File: src/rtl/interrupt_context_stack_if.sv
// Controller-side handshake bundle for the interrupt context stack.
// Latency: none (wires only).
// Backpressure: none; o_busy tells the PC/decoder to hold while the stack sequences.
// Ports: i_* are driven by the controller/PC side, o_* by the context stack.
interface interrupt_context_stack_if #(
    parameter int WIDTH = 16,
    parameter int DEPTH = 8
);
    localparam int LW = $clog2(DEPTH + 1);

    logic             i_interrupt_enable;
    logic [WIDTH-1:0] i_interrupt_address;
    logic             i_recovery_enable;
    logic [WIDTH-1:0] i_pc;
    logic [WIDTH-1:0] i_flag;
    logic             i_error_clear;
    logic             o_busy;
    logic             o_pc_load;
    logic [WIDTH-1:0] o_pc_load_address;
    logic             o_flag_restore;
    logic [WIDTH-1:0] o_flag;
    logic [LW-1:0]    o_nest_level;
    logic             o_overflow;
    logic             o_underflow;

    modport master (
        output i_interrupt_enable, i_interrupt_address, i_recovery_enable,
               i_pc, i_flag, i_error_clear,
        input  o_busy, o_pc_load, o_pc_load_address, o_flag_restore,
               o_flag, o_nest_level, o_overflow, o_underflow
    );

    modport slave (
        input  i_interrupt_enable, i_interrupt_address, i_recovery_enable,
               i_pc, i_flag, i_error_clear,
        output o_busy, o_pc_load, o_pc_load_address, o_flag_restore,
               o_flag, o_nest_level, o_overflow, o_underflow
    );
endinterface

File: src/rtl/interrupt_context_stack.sv
// Pushes {flag, pc} on interrupt entry and pops it on return, then strobes a PC (and flag) load.
// Latency: event sampled at edge k -> SAVE/RESTORE k+1 -> load strobe k+2 -> IDLE k+3.
// Backpressure: one-deep pending flag per event type; o_busy holds the PC/decoder while sequencing.
// Ports: clk, rst (async active-high), bus (slave modport: controller inputs, load/flag/status outputs).
module interrupt_context_stack #(
    parameter int DEPTH = 8,
    parameter int WIDTH = 16
) (
    input  logic                       clk,
    input  logic                       rst,
    interrupt_context_stack_if.slave   bus
);
    localparam int SPW = $clog2(DEPTH + 1);
    localparam int AW  = $clog2(DEPTH);

    typedef enum logic [2:0] {
        S_IDLE,
        S_SAVE,
        S_VECTOR,
        S_RESTORE,
        S_RETURN
    } state_t;

    state_t             state, state_nxt;
    logic               int_q, rec_q;
    logic               pend_int, pend_rec;
    logic [WIDTH-1:0]   pend_vec;
    logic [SPW-1:0]     sp;
    logic [WIDTH-1:0]   ctx_pc, ctx_flag, ctx_vec;
    logic               overflow, underflow;
    logic [2*WIDTH-1:0] stack [DEPTH];

    logic               int_edge, rec_edge, int_req, rec_req;
    logic               take_int, take_rec, ovf_evt, unf_evt;
    logic               int_clr, rec_clr;
    logic [AW-1:0]      wr_idx, rd_idx;

    assign int_edge = bus.i_interrupt_enable & ~int_q;
    assign rec_edge = bus.i_recovery_enable & ~rec_q;
    assign int_req  = int_edge | pend_int;
    assign rec_req  = rec_edge | pend_rec;

    // Interrupt always wins in IDLE; a recovery waits for the next IDLE visit.
    assign int_clr  = (state == S_IDLE) && int_req;
    assign rec_clr  = (state == S_IDLE) && !int_req && rec_req;

    // sp is guarded to 0..DEPTH-1 in SAVE and 1..DEPTH in RESTORE, so truncation is safe.
    assign wr_idx   = AW'(sp);
    assign rd_idx   = AW'(sp - SPW'(1));

    always_ff @(posedge clk or posedge rst) begin
        if (rst) state <= S_IDLE;
        else     state <= state_nxt;
    end

    always_comb begin
        state_nxt = state;
        take_int  = 1'b0;
        take_rec  = 1'b0;
        ovf_evt   = 1'b0;
        unf_evt   = 1'b0;
        case (state)
            S_IDLE: begin
                if (int_req) begin
                    if (sp < SPW'(DEPTH)) begin
                        take_int  = 1'b1;
                        state_nxt = S_SAVE;
                    end else begin
                        ovf_evt   = 1'b1;
                    end
                end else if (rec_req) begin
                    if (sp != '0) begin
                        take_rec  = 1'b1;
                        state_nxt = S_RESTORE;
                    end else begin
                        unf_evt   = 1'b1;
                    end
                end
            end
            S_SAVE:    state_nxt = S_VECTOR;
            S_VECTOR:  state_nxt = S_IDLE;
            S_RESTORE: state_nxt = S_RETURN;
            S_RETURN:  state_nxt = S_IDLE;
            default:   state_nxt = S_IDLE;
        endcase
    end

    always_ff @(posedge clk or posedge rst) begin
        if (rst) begin
            // Previous samples reset high so a level held through reset is not an event.
            int_q     <= 1'b1;
            rec_q     <= 1'b1;
            pend_int  <= 1'b0;
            pend_rec  <= 1'b0;
            pend_vec  <= '0;
            sp        <= '0;
            ctx_pc    <= '0;
            ctx_flag  <= '0;
            ctx_vec   <= '0;
            overflow  <= 1'b0;
            underflow <= 1'b0;
        end else begin
            int_q <= bus.i_interrupt_enable;
            rec_q <= bus.i_recovery_enable;

            // A second edge while a request is already pending is dropped, vector included.
            if (int_clr) begin
                pend_int <= 1'b0;
            end else if (int_edge && !pend_int) begin
                pend_int <= 1'b1;
                pend_vec <= bus.i_interrupt_address;
            end

            if (rec_clr)       pend_rec <= 1'b0;
            else if (rec_edge) pend_rec <= 1'b1;

            // Vector is copied at acceptance so a new edge during SAVE cannot alter the load.
            if (take_int) begin
                ctx_pc   <= bus.i_pc;
                ctx_flag <= bus.i_flag;
                ctx_vec  <= pend_int ? pend_vec : bus.i_interrupt_address;
            end

            if (state == S_SAVE) sp <= sp + SPW'(1);

            if (state == S_RESTORE) begin
                sp                 <= sp - SPW'(1);
                {ctx_flag, ctx_pc} <= stack[rd_idx];
            end

            // Set has priority over clear.
            overflow  <= ovf_evt | (overflow  & ~bus.i_error_clear);
            underflow <= unf_evt | (underflow & ~bus.i_error_clear);
        end
    end

    // Storage array carries no reset; only sp qualifies its contents.
    always_ff @(posedge clk) begin
        if (state == S_SAVE) stack[wr_idx] <= {ctx_flag, ctx_pc};
    end

    // Outputs decode registered state only; reset forcing IDLE kills any in-flight strobe.
    assign bus.o_busy            = (state != S_IDLE);
    assign bus.o_pc_load         = (state == S_VECTOR) || (state == S_RETURN);
    assign bus.o_pc_load_address = (state == S_VECTOR) ? ctx_vec :
                                   (state == S_RETURN) ? ctx_pc  : '0;
    assign bus.o_flag_restore    = (state == S_RETURN);
    assign bus.o_flag            = (state == S_RETURN) ? ctx_flag : '0;
    assign bus.o_nest_level      = sp;
    assign bus.o_overflow        = overflow;
    assign bus.o_underflow       = underflow;
endmodule

File: src/flat_wrapper.sv
// flat-port wrapper written by rule: the top's interface ports become plain ports
module interrupt_context_stack_flat 
#(
    parameter int DEPTH = 8,
    parameter int WIDTH = 16
)
  (clk, rst, bus_i_interrupt_enable, bus_i_interrupt_address, bus_i_recovery_enable, bus_i_pc, bus_i_flag, bus_i_error_clear, bus_o_busy, bus_o_pc_load, bus_o_pc_load_address, bus_o_flag_restore, bus_o_flag, bus_o_nest_level, bus_o_overflow, bus_o_underflow);
  interrupt_context_stack_if #(.WIDTH(WIDTH), .DEPTH(DEPTH)) bus_i ();
  input  logic clk;
  input  logic rst;
  input wire logic [$bits(bus_i.i_interrupt_enable)-1:0] bus_i_interrupt_enable;
  input wire logic [$bits(bus_i.i_interrupt_address)-1:0] bus_i_interrupt_address;
  input wire logic [$bits(bus_i.i_recovery_enable)-1:0] bus_i_recovery_enable;
  input wire logic [$bits(bus_i.i_pc)-1:0] bus_i_pc;
  input wire logic [$bits(bus_i.i_flag)-1:0] bus_i_flag;
  input wire logic [$bits(bus_i.i_error_clear)-1:0] bus_i_error_clear;
  output wire logic [$bits(bus_i.o_busy)-1:0] bus_o_busy;
  output wire logic [$bits(bus_i.o_pc_load)-1:0] bus_o_pc_load;
  output wire logic [$bits(bus_i.o_pc_load_address)-1:0] bus_o_pc_load_address;
  output wire logic [$bits(bus_i.o_flag_restore)-1:0] bus_o_flag_restore;
  output wire logic [$bits(bus_i.o_flag)-1:0] bus_o_flag;
  output wire logic [$bits(bus_i.o_nest_level)-1:0] bus_o_nest_level;
  output wire logic [$bits(bus_i.o_overflow)-1:0] bus_o_overflow;
  output wire logic [$bits(bus_i.o_underflow)-1:0] bus_o_underflow;
  assign bus_i.i_interrupt_enable = bus_i_interrupt_enable;
  assign bus_i.i_interrupt_address = bus_i_interrupt_address;
  assign bus_i.i_recovery_enable = bus_i_recovery_enable;
  assign bus_i.i_pc = bus_i_pc;
  assign bus_i.i_flag = bus_i_flag;
  assign bus_i.i_error_clear = bus_i_error_clear;
  assign bus_o_busy = bus_i.o_busy;
  assign bus_o_pc_load = bus_i.o_pc_load;
  assign bus_o_pc_load_address = bus_i.o_pc_load_address;
  assign bus_o_flag_restore = bus_i.o_flag_restore;
  assign bus_o_flag = bus_i.o_flag;
  assign bus_o_nest_level = bus_i.o_nest_level;
  assign bus_o_overflow = bus_i.o_overflow;
  assign bus_o_underflow = bus_i.o_underflow;
  interrupt_context_stack #(.DEPTH(DEPTH), .WIDTH(WIDTH)) u_core (.clk(clk), .rst(rst), .bus(bus_i));
endmodule
File: config.mk
export PLATFORM = sky130hd
export DESIGN_NAME = interrupt_context_stack_flat
export DESIGN_NICKNAME = d
export VERILOG_FILES = /design/src/rtl/interrupt_context_stack_if.sv /design/src/rtl/interrupt_context_stack.sv /design/src/flat_wrapper.sv
export SDC_FILE = /design/constraint.sdc
export NUM_CORES = 1
export LEC_CHECK = 0
export CORE_MARGIN = 1
export CORE_UTILIZATION = 47
export DETAILED_ROUTE_END_ITERATION = 16
export GPL_TIMING_DRIVEN = 0
export PLACE_DENSITY_LB_ADDON = 0.1
export SYNTH_ARGS = -nofsm -noshare
export SYNTH_HDL_FRONTEND = slang
export SYNTH_SLANG_ARGS = --single-unit
File: constraint.sdc
create_clock -name clk -period 6.3 [get_ports clk]
set_input_delay 1.26 -clock clk [delete_from_list [all_inputs] [get_ports clk]]
set_output_delay 1.26 -clock clk [all_outputs]
set_load 0.05 [all_outputs]
==> summary.md, run 1 <==
| Metric | Value |
|---|---|
| Overall Power | 8021 uW |
| Drt total wl | 29.42 mm |
| Mapped Cells | 698 |
| Top cells by area, synth | edfxtp_1 59%, dfrtp_1 14%, mux4_2 11% |
| Vias | 6,954 |
| Worst skew pair latency | 0.51 ns |
| CTS tree | yes |
| Yosys warns | 0 |
| Synthesized cell area | 0.01313 mm^2 |
| Overall routing resource usage | 0.2151 |
| I/O Pins | between 90 and 100 |
| Clk slew on worst S/H paths | around 0.060 ns |
| Vias in the first global route | around 7.5k |
| Estimated wirelength of the detail-placed design | between 15 and 20 mm |
| Ant. Diodes | 0 |
| Starting DRC count in detailed routing | 591 |
| Status | completed |
| Worst slew margin | 0.4816 |
| Worst Path Arrival | 3.12 ns |
| Total setup buffers inserted after CTS | 0 |
| Worst hold margin | 0.4761 ns |
| Syn Area/Cell | around 19 um^2 |
| # hold bufs at CTS | 0 |
| Area growth, synth to finish | 21.51% |
| Grt ovf | 0 |
| Pre-CTS WS | 2.406 ns |
| Final Hold Vio Count | 0 |
| Drt pass-1 iters | 5 |
| Fin Setup TNS | 0 ns |
| CTS Sinks | 333 |
| Chip width | 169.1 um |
| TritonCTS Buffers | 36 |
| P_leak | 0.005441 uW |
| Max-slew violations | 0 |
| H-tree Lvls | 2 |
| Library cells used by synthesis | 47 |
| Wire length of the first global-routing pass | 45.26 mm |
| Synthesized flop and latch total | 333 |
| Final worst slack | between 1.5 and 2 ns |
| Max Freq | 228.2 MHz |
| Hold crit path type | flop to flop |
| Worst path slowest cell | clkdlybuf4s50_1 |
| Post-route minimum period | around 4.4 ns |
| WL per Instance | around 24 um |
| Synth area leader | edfxtp_1 |
| Number of port buffers | 93 |
| Final Net Count | 900 |
| Area fraction of the dominant cell type after synthesis | 0.5856 |
| Peak supply drop | 267.7 uV |
| Syn nets | 754 |
| RSZ-0062 raised after global routing | no |
| Final GP Congestion | around 0.76 |
| CTS Root Cell | clkbuf_16 |
| Setup Skew | about 0.018 ns |
| Max_cap viols | 0 |
| Initial antenna violation count | 0 |
| Largest net degree at the start of global routing | 47 |
| Post-DRT Antenna Nets | 0 |
| # rows | 60 |
| Post-DP Area | 0.01483 mm^2 |
| Share of layout cells above drive strength 1 | 0.2126 |
| Critical path launch point type | flop |
| Final setup fails | 0 |
| Die H | 169.1 um |
| Clock Path Buffers | 3 |
| Crit path max fanout | 10 |
| Crit path largest cell delay | just over 0.8 ns |
| CTS-repair resized insts | 0 |
| Starting density of the core | 0.4831 |
| Power density cells | ~500 mW/mm^2 |
| Finished Cell Area | between 0.015 and 0.02 mm^2 |
| Full die area | 0.02860 mm^2 |
| Vias per inst | 5.599 |
| Critical Path RT | 5.04 ns |
| CORE AREA | 0.02718 mm^2 |
| Critical path class | flop to output port |
| Post-route DRC violation count | 0 |
| Crit share post-route | 0.6957 |
| Register area share after synthesis | 0.7326 |
| Critical path endpoint category | output port |
| Crit-path cells | buf_2 -> nor3b_2 -> clkbuf_1 -> and2_1 -> clkdlybuf4s50_1 |
| Least-Margin Pin Slew | 0.7777 ns |
-- registers in the layout, indices dropped and copies added (netlist names) --
register,count
u_core.ctx_flag,16
u_core.ctx_vec,16
u_core.pend_vec,16
u_core.bus.o_overflow,1
u_core.state,3
u_core.pend_rec,1
u_core.ctx_pc,16
u_core.pend_int,1
u_core.bus.o_underflow,1
u_core.int_q,1
u_core.rec_q,1
u_core.bus.o_nest_level,4
u_core.stack,256
-- per-stage QoR --
| stage | util | std cells |
|---|---|---|
| floorplan | - | 698 |
| global route | 0.5870 | 1242 |
| global placement | 0.5344 | 1163 |
| CTS | 0.5870 | 1242 |
| finish | 0.5870 | 1242 |
| detailed placement | 0.5457 | 1178 |
-- cell type report --
type                    count  area, um^2
fillers                  2084       11220
clock inverters             9       67.56
clock buffers              55        1054
multi-input cells         311        3278
repair buffers            108        1180
flip-flops and latches    333        9617
inverters                  10       40.04
well taps                 372       465.4
plain buffers              44       250.2
-- routing by layer --
metal / global-route usage / wire length [um] / up-vias / share of wire
met3: 0.03040 / 1491 / 46 / 0.051
met1: 0.2917 / 12470 / 3586 / 0.42
li1: - / - / 3110 / -
met2: 0.3684 / 14900 / 212 / 0.51
met5: 0 / 0 / - / 0
met4: 0.05327 / 559 / 0 / 0.019
-- Yosys cell counts, drive strengths merged --
cell     number
o32ai         2
a22oi        32
a21oi         5
a21o          1
o211ai        1
o21ai        49
nor2b         2
a2bb2oi      32
inv          10
mux2i        17
or4           1
or2b          1
nand3b        3
or3           1
a31oi         1
mux4         64
ha            3
dfstp         2
nor2         12
xnor2         3
a22o         16
nand3         1
mux2         16
and2         16
nand2        22
nor3          5
dfrtp        75
or2           1
buf          31
nand2b        1
clkbuf       13
edfxtp      256
nor3b         1
xor2          2
-- final timing paths --
path                                             from                    endpoint  slack, ns  cells past startpoint
max in group asynchronous                         rst           u_core.ctx_pc[13]       4.48                      3
min reg2reg                        u_core.ctx_vec[15]          u_core.ctx_vec[15]       0.48                      2
min                                u_core.ctx_vec[15]          u_core.ctx_vec[15]       0.48                      2
min in group asynchronous                         rst  u_core.bus.o_nest_level[3]       1.15                      2
max reg2reg                u_core.bus.o_nest_level[0]           u_core.ctx_pc[13]       3.11                     10
max                                   u_core.state[1]              bus_o_flag[12]       1.92                      5
-- cells by family (layout without fill, tap and decap cells) --
logic type	count (synthesis)	count (layout)	synth area share
xor gates and xnor gates	5	5	0.003336
buffers and inverters	54	226	0.02192
and+or+nand+nor	67	67	0.02812
DFF	333	333	0.7326
muxes	97	97	0.1371
AOI/OAI and AO/OA	139	139	0.07415
adders and majority gates	3	3	0.002860
-- placed cells by master, fill, tap and decap left out, types with 5 or more instances in the layout --
cell type | Yosys | layout
o21ai_0 | 43 | 43
mux2i_1 | 17 | 17
clkbuf_8 | 0 | 6
a22oi_1 | 32 | 32
a22o_1 | 16 | 16
buf_6 | 2 | 9
clkbuf_1 | 13 | 25
nor2_1 | 12 | 6
nand2_1 | 21 | 21
o21ai_1 | 6 | 6
clkbuf_16 | 0 | 37
a2bb2oi_1 | 32 | 32
and2_1 | 16 | 16
mux4_2 | 62 | 62
nor2_4 | 0 | 6
clkdlybuf4s50_1 | 0 | 93
buf_12 | 2 | 7
buf_2 | 18 | 18
mux2_2 | 12 | 12
buf_1 | 5 | 5
dfrtp_1 | 75 | 75
inv_1 | 8 | 7
edfxtp_1 | 256 | 256
-- power by group --
group	switching, uW	internal [uW]
clock	810	1190
combinational	1450	1170
sequential	385	3010
-- worst max-delay path, delay by kind of cell (launching register included) --
kind	cells	cell delay, ns
buffers and inverters	3	1.61
flip-flops	1	0.35
AND/OR/NAND/NOR	2	0.64
Note: power is estimated with default switching activity, not from simulation.
==> run 2: changes to the inputs <==
==> constraint.sdc (replaced) <==
create_clock -name clk -period 3.9 [get_ports clk]
set_input_delay 0.78 -clock clk [delete_from_list [all_inputs] [get_ports clk]]
set_output_delay 0.78 -clock clk [all_outputs]
set_load 0.05 [all_outputs]
==> run 2 against run 1 <==
Non-clock buffer count is the same. Flip-flop and latch count is the same. Critical path depth is the same. First-iteration DRC count grew 0.68%. Via count is essentially flat. Routed wire length is essentially flat. Design area is essentially flat. Power grew 62%. Hold slack is essentially flat. Clock power grew 61%. Global-route usage is the same. Register-to-register slack lost 2.4 ns. Critical endpoint is now bus_o_pc_load_address[10]. Highest routed layer unchanged.
==> summary.md, run 2 (same netlist as run 1, synthesis figures left out) <==
| Metric | Value |
|---|---|
| Status | completed (unchanged) |
| CORE AREA | 0.02718 mm^2 (unchanged) |
| Post-DRT Antenna Nets | 0 (unchanged) |
| Hold crit path type | flop to flop (unchanged) |
| Critical path launch point type | flop (unchanged) |
| Final Net Count | 900 (unchanged) |
| Setup Skew | 0.01774 ns (was 0.01808 ns) |
| CTS Sinks | 333 (unchanged) |
| Overall routing resource usage | 0.2151 (unchanged) |
| Post-route minimum period | approximately 3.7 ns |
| Non-Filler Instances | 1,242 (unchanged) |
| Fin Setup TNS | 0 ns (unchanged) |
| Max Freq | approximately 270 MHz |
| Full die area | 0.02860 mm^2 (unchanged) |
| Drt pass-1 iters | 5 (unchanged) |
| Max reg flops | 256 (unchanged) |
| Vias | 6,957 (was 6,954) |
| Wire length of the first global-routing pass | 45.26 mm (unchanged) |
| RSZ-0062 raised after global routing | no (unchanged) |
| Commonest non-fill, non-tap cell in the layout | edfxtp_1 (unchanged) |
| I/O Pins | 94 (unchanged) |
| Most frequent cells in the layout | 256 x edfxtp_1, 93 x clkdlybuf4s50_1, 75 x dfrtp_1 (unchanged) |
| Max_cap viols | 0 (unchanged) |
| P_leak | 0.005451 uW (was 0.005441 uW) |
| Initial antenna violation count | 0 (unchanged) |
| Number of port buffers | 93 (unchanged) |
| Estimated wirelength of the detail-placed design | 18.97 mm (unchanged) |
| Final Hold Vio Count | 0 (unchanged) |
| Peak supply drop | 430.9 uV (was 267.7 uV) |
| Critical path class | flop to output port (unchanged) |
| Critical Path RT | 3.12 ns (was 5.04 ns) |
| Total setup buffers inserted after CTS | 0 (unchanged) |
| Least-Margin Pin Slew | 0.7756 ns (was 0.7777 ns) |
| Crit path from | u_core.state[1] (unchanged) |
| Worst path slowest cell | clkdlybuf4s50_1 (unchanged) |
| Ant. Diodes | 0 (unchanged) |
| Starting density of the core | 0.4831 (unchanged) |
| Worst hold margin | 0.4761 ns (about the same) |
| Worst slew margin | 0.4829 (was 0.4816) |
| Reg2reg setup slack | 0.71 ns (was 3.11 ns) |
| Worst Path Arrival | 2.95 ns (was 3.12 ns) |
| # rows | 60 (unchanged) |
| Starting DRC count in detailed routing | 595 (was 591) |
| H-tree Lvls | 2 (unchanged) |
| Filler instances | 2,083 (was 2,084) |
| Share of layout cells above drive strength 1 | 0.2161 (was 0.2126) |
| Worst skew pair latency | 0.51 ns (about the same) |
| R2r startpoint | u_core.bus.o_nest_level[0] (unchanged) |
| Area growth, synth to finish | 21.54% (was 21.51%) |
| Clk slew on worst S/H paths | 0.06 ns (about the same) |
| CTS tree | yes (unchanged) |
| Power density cells | 812.3 mW/mm^2 (was 502.8 mW/mm^2) |
| Setup crit end | bus_o_pc_load_address[10] (was bus_o_flag[12]) |
| Vias per inst | 5.601 (was 5.599) |
| Largest net degree at the start of global routing | 47 (unchanged) |
| Crit path largest cell delay | 0.81 ns (about the same) |
| Drt total wl | 29.44 mm (was 29.42 mm) |
| Placed Cells | 1,178 (unchanged) |
| Clock Path Buffers | 3 (unchanged) |
| Grt ovf | 0 (unchanged) |
| Max-slew violations | 0 (unchanged) |
| Finished Cell Area | 0.01596 mm^2 (was 0.01595 mm^2) |
| Reg2reg end | u_core.ctx_pc[13] (unchanged) |
| R2r worst-path depth | 10 (unchanged) |
| Final GP Congestion | 0.7587 (unchanged) |
| WL per Instance | 23.70 um (was 23.69 um) |
| Crit share post-route | 0.9577 |
| Die H | 169.1 um (unchanged) |
| CTS Root Cell | clkbuf_16 (unchanged) |
| Largest reg by FF count | u_core.stack (unchanged) |
| Chip width | 169.1 um (unchanged) |
| Post-route DRC violation count | 0 (unchanged) |
| Overall Power | 12,960 uW (was 8021 uW) |
| Final setup fails | 0 (unchanged) |
| Critical path endpoint category | output port (unchanged) |
| Crit path max fanout | 10 (unchanged) |
| TritonCTS Buffers | 36 (unchanged) |
| Post-DP Area | 0.01483 mm^2 (unchanged) |
| Crit-path cells | buf_2 -> nor3b_2 -> clkbuf_1 -> a22o_1 -> clkdlybuf4s50_1 (was buf_2 -> nor3b_2 -> clkbuf_1 -> and2_1 -> clkdlybuf4s50_1) |
| Vias in the first global route | 7,529 (unchanged) |
## run 2: cell counts in the layout (fill, tap and decap cells not counted)
No cell type changed its count.
## run 2: per-stage QoR
step	setup slack, ns	util
3_3_place_gp	-2.190	0.5344
5_1_grt	0.004711	0.5871
6_report	0.1651	0.5871
3_5_place_dp	0.4855	0.5457
4_1_cts	0.005763	0.5870
2_1_floorplan	0.01736	-
## run 2: area by class of cell
class | instances | area (um^2) | area share
clock buffers | 55 | 1054 | 0.06603
inverters | 10 | 40.04 | 0.002509
plain buffers | 44 | 254.0 | 0.01592
clock inverters | 9 | 67.56 | 0.004235
flip-flops and latches | 333 | 9617 | 0.6027
well taps | 372 | 465.4 | 0.02917
repair buffers | 108 | 1180 | 0.07395
multi-input cells | 311 | 3278 | 0.2055
## run 2: power by group
group	switching, uW	internal [uW]
clock	1310	1920
combinational	2350	1890
sequential	625	4870
total	4280	8680
## run 2: worst max-delay path: cells and delay by family (launching register included)
kind                   cells  cell delay, ns
AOI/OAI and AO/OA          1            0.25
and+or+nand+nor            1            0.42
DFF                        1            0.35
buffers and inverters      3            1.42
## run 2: worst min-delay path by stage
stage,start,to,slack [ns],depth (start not counted)
after floorplan,u_core.ctx_vec[0],u_core.ctx_vec[0],0.45,2
after CTS,u_core.ctx_vec[11],u_core.ctx_vec[11],0.48,2
after global routing,u_core.ctx_vec[3],u_core.ctx_vec[3],0.50,2
after global placement,u_core.ctx_vec[4],u_core.ctx_vec[4],0.46,2
final,u_core.ctx_vec[15],u_core.ctx_vec[15],0.48,2
after detailed placement,u_core.ctx_vec[12],u_core.ctx_vec[12],0.47,2
## run 2: timing repair
action,4_1_cts,5_1_grt
resized for setup,1,4
endpoints found under the setup margin,3,17
hold buffers,0,0
pin swaps,0,0
## run 2: metal layers
metal | wire, um | part of all wire | track usage | up-vias
met5 | 0 | 0 | 0 | -
met4 | 559 | 0.019 | 0.05327 | 0
met3 | 1387 | 0.047 | 0.03040 | 46
met2 | 14880 | 0.51 | 0.3684 | 203
met1 | 12610 | 0.43 | 0.2917 | 3597
li1 | - | - | - | 3111
==> run 3: changes to the inputs <==
--- a/config.mk
+++ b/config.mk
@@ -7,9 +7,11 @@
 export LEC_CHECK = 0
 export CORE_MARGIN = 1
 export CORE_UTILIZATION = 47
+export CTS_CLUSTER_SIZE = 12
 export DETAILED_ROUTE_END_ITERATION = 16
 export GPL_TIMING_DRIVEN = 0
 export PLACE_DENSITY_LB_ADDON = 0.1
 export SYNTH_ARGS = -nofsm -noshare
 export SYNTH_HDL_FRONTEND = slang
 export SYNTH_SLANG_ARGS = --single-unit
+export TNS_END_PERCENT = 100
==> run 3 against run 2 <==
Clock power grew 5%. Power increased by 1.3%. Global-route usage grew 0.21 points. Highest routed layer unchanged. Sequential power hardly changed. Routed wire length is 1.1% higher. Design area is 0.50% higher. Flip-flop and latch count unchanged. Final cell count grew 0.32%. Clock skew down 0.0073 ns. Non-clock buffer count did not move.
==> summary.md, run 3 (same netlist as run 1, synthesis figures left out) <==
| Metric | Value |
|---|---|
| Crit share post-route | 0.9563 (was 0.9577) |
| Post-route DRC violation count | 0 (unchanged) |
| CORE AREA | 0.02718 mm^2 (unchanged) |
| Max reg flops | 256 (unchanged) |
| Reg2reg setup slack | 0.73 ns (was 0.71 ns) |
| Wire length of the first global-routing pass | 45.65 mm (was 45.26 mm) |
| WL per Instance | 23.88 um (was 23.70 um) |
| H-tree Lvls | 2 (unchanged) |
| Starting density of the core | 0.4831 (unchanged) |
| I/O Pins | 94 (unchanged) |
| Largest net degree at the start of global routing | 47 (unchanged) |
| Drt pass-1 iters | 7 (was 5) |
| P_leak | 0.005493 uW (was 0.005451 uW) |
| Pre-CTS WS | 0.4855 ns (unchanged) |
| Chip width | 169.1 um (unchanged) |
| Final GP Congestion | 0.7587 (unchanged) |
| Final worst slack | 0.1705 ns (was 0.1651 ns) |
| Largest reg by FF count | u_core.stack (unchanged) |
| Final Net Count | 901 (was 900) |
| CTS tree | yes (unchanged) |
| Initial antenna violation count | 0 (unchanged) |
| Worst Path Arrival | 2.95 ns (about the same) |
| Status | completed (unchanged) |
| Hold crit path type | flop to flop (unchanged) |
| Overall routing resource usage | 0.2171 (was 0.2151) |
| # rows | 60 (unchanged) |
| Vias | 6,946 (was 6,957) |
| Setup Skew | 0.01043 ns (was 0.01774 ns) |
| Multi-input gate area | 0.003284 mm^2 (was 0.003278 mm^2) |
| Metal3 WL | 1.338 mm (was 1.387 mm) |
| Overall Power | 13,130 uW (was 12,960 uW) |
| Starting DRC count in detailed routing | 611 (was 595) |
| Final Hold Vio Count | 0 (unchanged) |
| Least-Margin Pin Slew | 0.7504 ns (was 0.7756 ns) |
| Number of port buffers | 93 (unchanged) |
| CTS Root Cell | clkbuf_16 (unchanged) |
| CTS-repair resized insts | 2 (was 1) |
| Max_cap viols | 0 (unchanged) |
| Most frequent cells in the layout | 256 x edfxtp_1, 93 x clkdlybuf4s50_1, 75 x dfrtp_1 (unchanged) |
| Power density cells | 818.6 mW/mm^2 (was 812.3 mW/mm^2) |
| Total setup buffers inserted after CTS | 0 (unchanged) |
| Critical path endpoint category | output port (unchanged) |
| Critical path launch point type | flop (unchanged) |
| Grt ovf | 0 (unchanged) |
| TritonCTS Buffers | 37 (was 36) |
| Finished Cell Area | 0.01604 mm^2 (was 0.01596 mm^2) |
| Peak supply drop | 431.6 uV (was 430.9 uV) |
| Post-route minimum period | 3.729 ns (was 3.735 ns) |
| Max layer used | met4 (unchanged) |
| Area taken by flip-flops and latches | 0.009617 mm^2 (unchanged) |
| Post-DRT Antenna Nets | 0 (unchanged) |
| Critical Path RT | 3.12 ns (about the same) |
| Max-slew violations | 0 (unchanged) |
| Met2 wire len | 15.10 mm (was 14.88 mm) |
| Ant. Diodes | 0 (unchanged) |
| Clk slew on worst S/H paths | 0.06 ns (about the same) |
| Clock Path Buffers | 3 (unchanged) |
| Share of layout cells above drive strength 1 | 0.2197 (was 0.2161) |
| Final Util | 0.5901 (was 0.5871) |
| M1 WL | 12.77 mm (was 12.61 mm) |
| Worst skew pair latency | 0.51 ns (about the same) |
| Max Freq | 268.1 MHz (was 267.7 MHz) |
| Filler instances | 2,072 (was 2,083) |
| Commonest non-fill, non-tap cell in the layout | edfxtp_1 (unchanged) |
| Worst slew margin | 0.4998 (was 0.4829) |
| Area growth, synth to finish | 22.15% (was 21.54%) |
| Drt total wl | 29.76 mm (was 29.44 mm) |
| Full die area | 0.02860 mm^2 (unchanged) |
| Estimated wirelength of the detail-placed design | 18.97 mm (unchanged) |
| Vias per inst | 5.575 (was 5.601) |
| CTS Sinks | 333 (unchanged) |
| # hold bufs at CTS | 0 (unchanged) |
| Vias in the first global route | 7,585 (was 7,529) |
| Post-DP Area | 0.01483 mm^2 (unchanged) |
| Crit path max fanout | 10 (unchanged) |
| Final setup fails | 0 (unchanged) |
| Critical path class | flop to output port (unchanged) |
| RSZ-0062 raised after global routing | no (unchanged) |
| Die H | 169.1 um (unchanged) |
run 3: changes by cell type in the layout (fill, tap and decap cells not counted):
cell and change:
clkbuf_8 +1, inv_6 +2, clkinvlp_4 -1, nor3_2 -1, clkbuf_1 +1, clkinv_1 -1
clkbuf_16 +2, nor3_4 +1
run 3: path summary, 6_finish.rpt:
path | endpoint | cells past startpoint | from
setup / recovery | bus_o_pc_load_address[10] | 5 | u_core.state[1]
hold / removal | u_core.ctx_vec[15] | 2 | u_core.ctx_vec[15]
setup reg to reg | u_core.ctx_pc[4] | 10 | u_core.bus.o_nest_level[0]
hold reg to reg | u_core.ctx_vec[15] | 2 | u_core.ctx_vec[15]
max in group asynchronous | u_core.int_q | 3 | rst
min in group asynchronous | u_core.bus.o_nest_level[3] | 2 | rst
run 3: worst max-delay path, cell delays in order (launching register included):
cell and delay [ns]:
dfrtp_1 0.35, buf_2 0.19, nor3b_2 0.41, clkbuf_1 0.42, a22o_1 0.25, clkdlybuf4s50_1 0.81
run 3: cell type report:
class / count / area share
flip-flops and latches: 333 / 0.5997
multi-input cells: 311 / 0.2048
repair buffers: 108 / 0.07358
clock buffers: 59 / 0.06991
well taps: 372 / 0.02903
plain buffers: 44 / 0.01584
clock inverters: 9 / 0.004604
inverters: 10 / 0.002497
run 3: where the power goes:
part | switching (uW) | internal (uW) | leakage (uW) | total (uW)
Clock | 1350 | 2040 | 0.000586 | 3390
Combinational | 2350 | 1890 | 0.00170 | 4240
Sequential | 627 | 4870 | 0.00320 | 5500
run 3: layer usage:
layer,up-vias,global-route usage
li1,3117,-
met1,3604,0.2916
met2,184,0.3727
met3,41,0.03437
met4,0,0.05288
met5,-,0
run 3: stage by stage:
stage                     hold slack [ns]  TNS [ns]  cells
after CTS                          0.4837         0   1246
after global routing               0.5005         0   1246
after floorplan                    0.4507         0    698
after detailed placement           0.4728         0   1178
final                              0.4767         0   1246
after global placement             0.4635   -265.55   1163
==> RTL edit, RTL diff (config.mk and constraints of run 3) <==
Encoding of `state_t`: now one-hot (5 bits for 5 states).
--- a/src/rtl/interrupt_context_stack.sv
+++ b/src/rtl/interrupt_context_stack.sv
@@ -13,12 +13,12 @@
     localparam int SPW = $clog2(DEPTH + 1);
     localparam int AW  = $clog2(DEPTH);
 
-    typedef enum logic [2:0] {
-        S_IDLE,
-        S_SAVE,
-        S_VECTOR,
-        S_RESTORE,
-        S_RETURN
+    typedef enum logic [4:0] {
+        S_IDLE    = 5'b00001,
+        S_SAVE    = 5'b00010,
+        S_VECTOR  = 5'b00100,
+        S_RESTORE = 5'b01000,
+        S_RETURN  = 5'b10000
     } state_t;
 
     state_t             state, state_nxt;
Formal check against the unedited RTL: no difference found for any inputs over 10 cycles, from zero or initial values and one cycle with rst high; not proved beyond that.
==> RTL edit against run 3 <==
- sequential power decreased by 2%
- synthesized area increased by 5.5%
- sequential cell count increased by 2
- first-iteration DRC count decreased by 4.1%
- via count increased by 23%
- critical path type unchanged
- register-to-register slack got worse by 520 ps
- wire length increased by 17%
- synthesized cell count increased by 36%
- final area increased by 4.7%
- power increased by 9.5%
- count of clock-buffer cells in the layout decreased by 3
- highest routed layer unchanged
- setup slack got worse by 39 ps
==> RTL edit: results (changes against run 3) <==
Clock Skew = 12.9 ps (+2.51 ps)
Met3 usage = 0.0366 (+0.00225)
Wl on met1 = 15.2 mm (+19%)
GP Congestion = 0.752 (-0.94%)
Final WL = 34.8 mm (+17%)
Met3 wire len = 1.76 mm (+31%)
Data-path buffer share of cell area in the final layout = 0.0917 (+0.00232)
Post-synth top cells = edfxtp_1 (256), mux2i_1 (150), nand3_1 (130)
VDD IR max = 0.560 mV (+30%)
Arrival @ worst endpoint = 2990 ps (+40 ps)
Initial DRC Count = 586 (-4.1%)
Signal inverters = 8 (-2)
Global-route wire length before repair = 52.7 mm (+15%)
Met2 GRT Util = 0.398 (+0.0256)
Post-cts sizing count = 14 (+12)
Layout cell share with drive strength beyond 1 = 0.111 (-0.109)
FILL cells = 2360 (+14%)
Gr usage total = 0.235 (+0.0182)
Avg WL per Cell = 23.1 um (-3.4%)
Multi-input logic area = 3920 um2 (+19%)
Synth Area in Compound Gates = 0.0491 (-0.0251)
Area delta synth->final = 21.2%
Row cnt = 62 (+3.3%)
Synth Area in Adders = 0.00271 (-0.000149)
Pre-Repair DR Iteration Count = 5 (-2)
Syn Area/Cell = 14.6 um2 (-22%)
Unique masters post-synth = 39 (-17%)
Fin nets = 1153 (+28%)
Outcome = finished clean
Portion of the layout cell area used by clock cells = 0.0684 (-0.00611)
Dpl cell area = 15600 um2 (+5.4%)
Non-CTS buffers = 180 (+18%)
Placed insts = 1442 (+22%)
#MultiIn Comb = 535 (+72%)
==> RTL edit: cell count changes after synthesis, sizes merged, moves of 16 or more <==
cell | run 3 | this run
a21oi | 5 | 47
a2bb2oi | 32 | 0
mux2i | 17 | 150
o21ai | 49 | 2
nand2b | 1 | 32
clkbuf | 13 | 45
nand3 | 1 | 130
nand2 | 22 | 6
nand4 | 0 | 32
mux4 | 64 | 0
==> RTL edit: worst paths after layout <==
| kind | endpoint | slack (ps) | depth (start not counted) | from |
|---|---|---|---|---|
| min reg2reg | u_core.bus.o_underflow | 480 | 2 | u_core.bus.o_underflow |
| min | u_core.bus.o_underflow | 480 | 2 | u_core.bus.o_underflow |
| max reg2reg | u_core.ctx_pc[3] | 210 | 9 | u_core.bus.o_nest_level[0] |
| max in group asynchronous | u_core.ctx_pc[14] | 2650 | 3 | rst |
| min in group asynchronous | u_core.bus.o_nest_level[1] | 610 | 2 | rst |
| max | bus_o_flag[1] | 130 | 6 | u_core.state[1] |
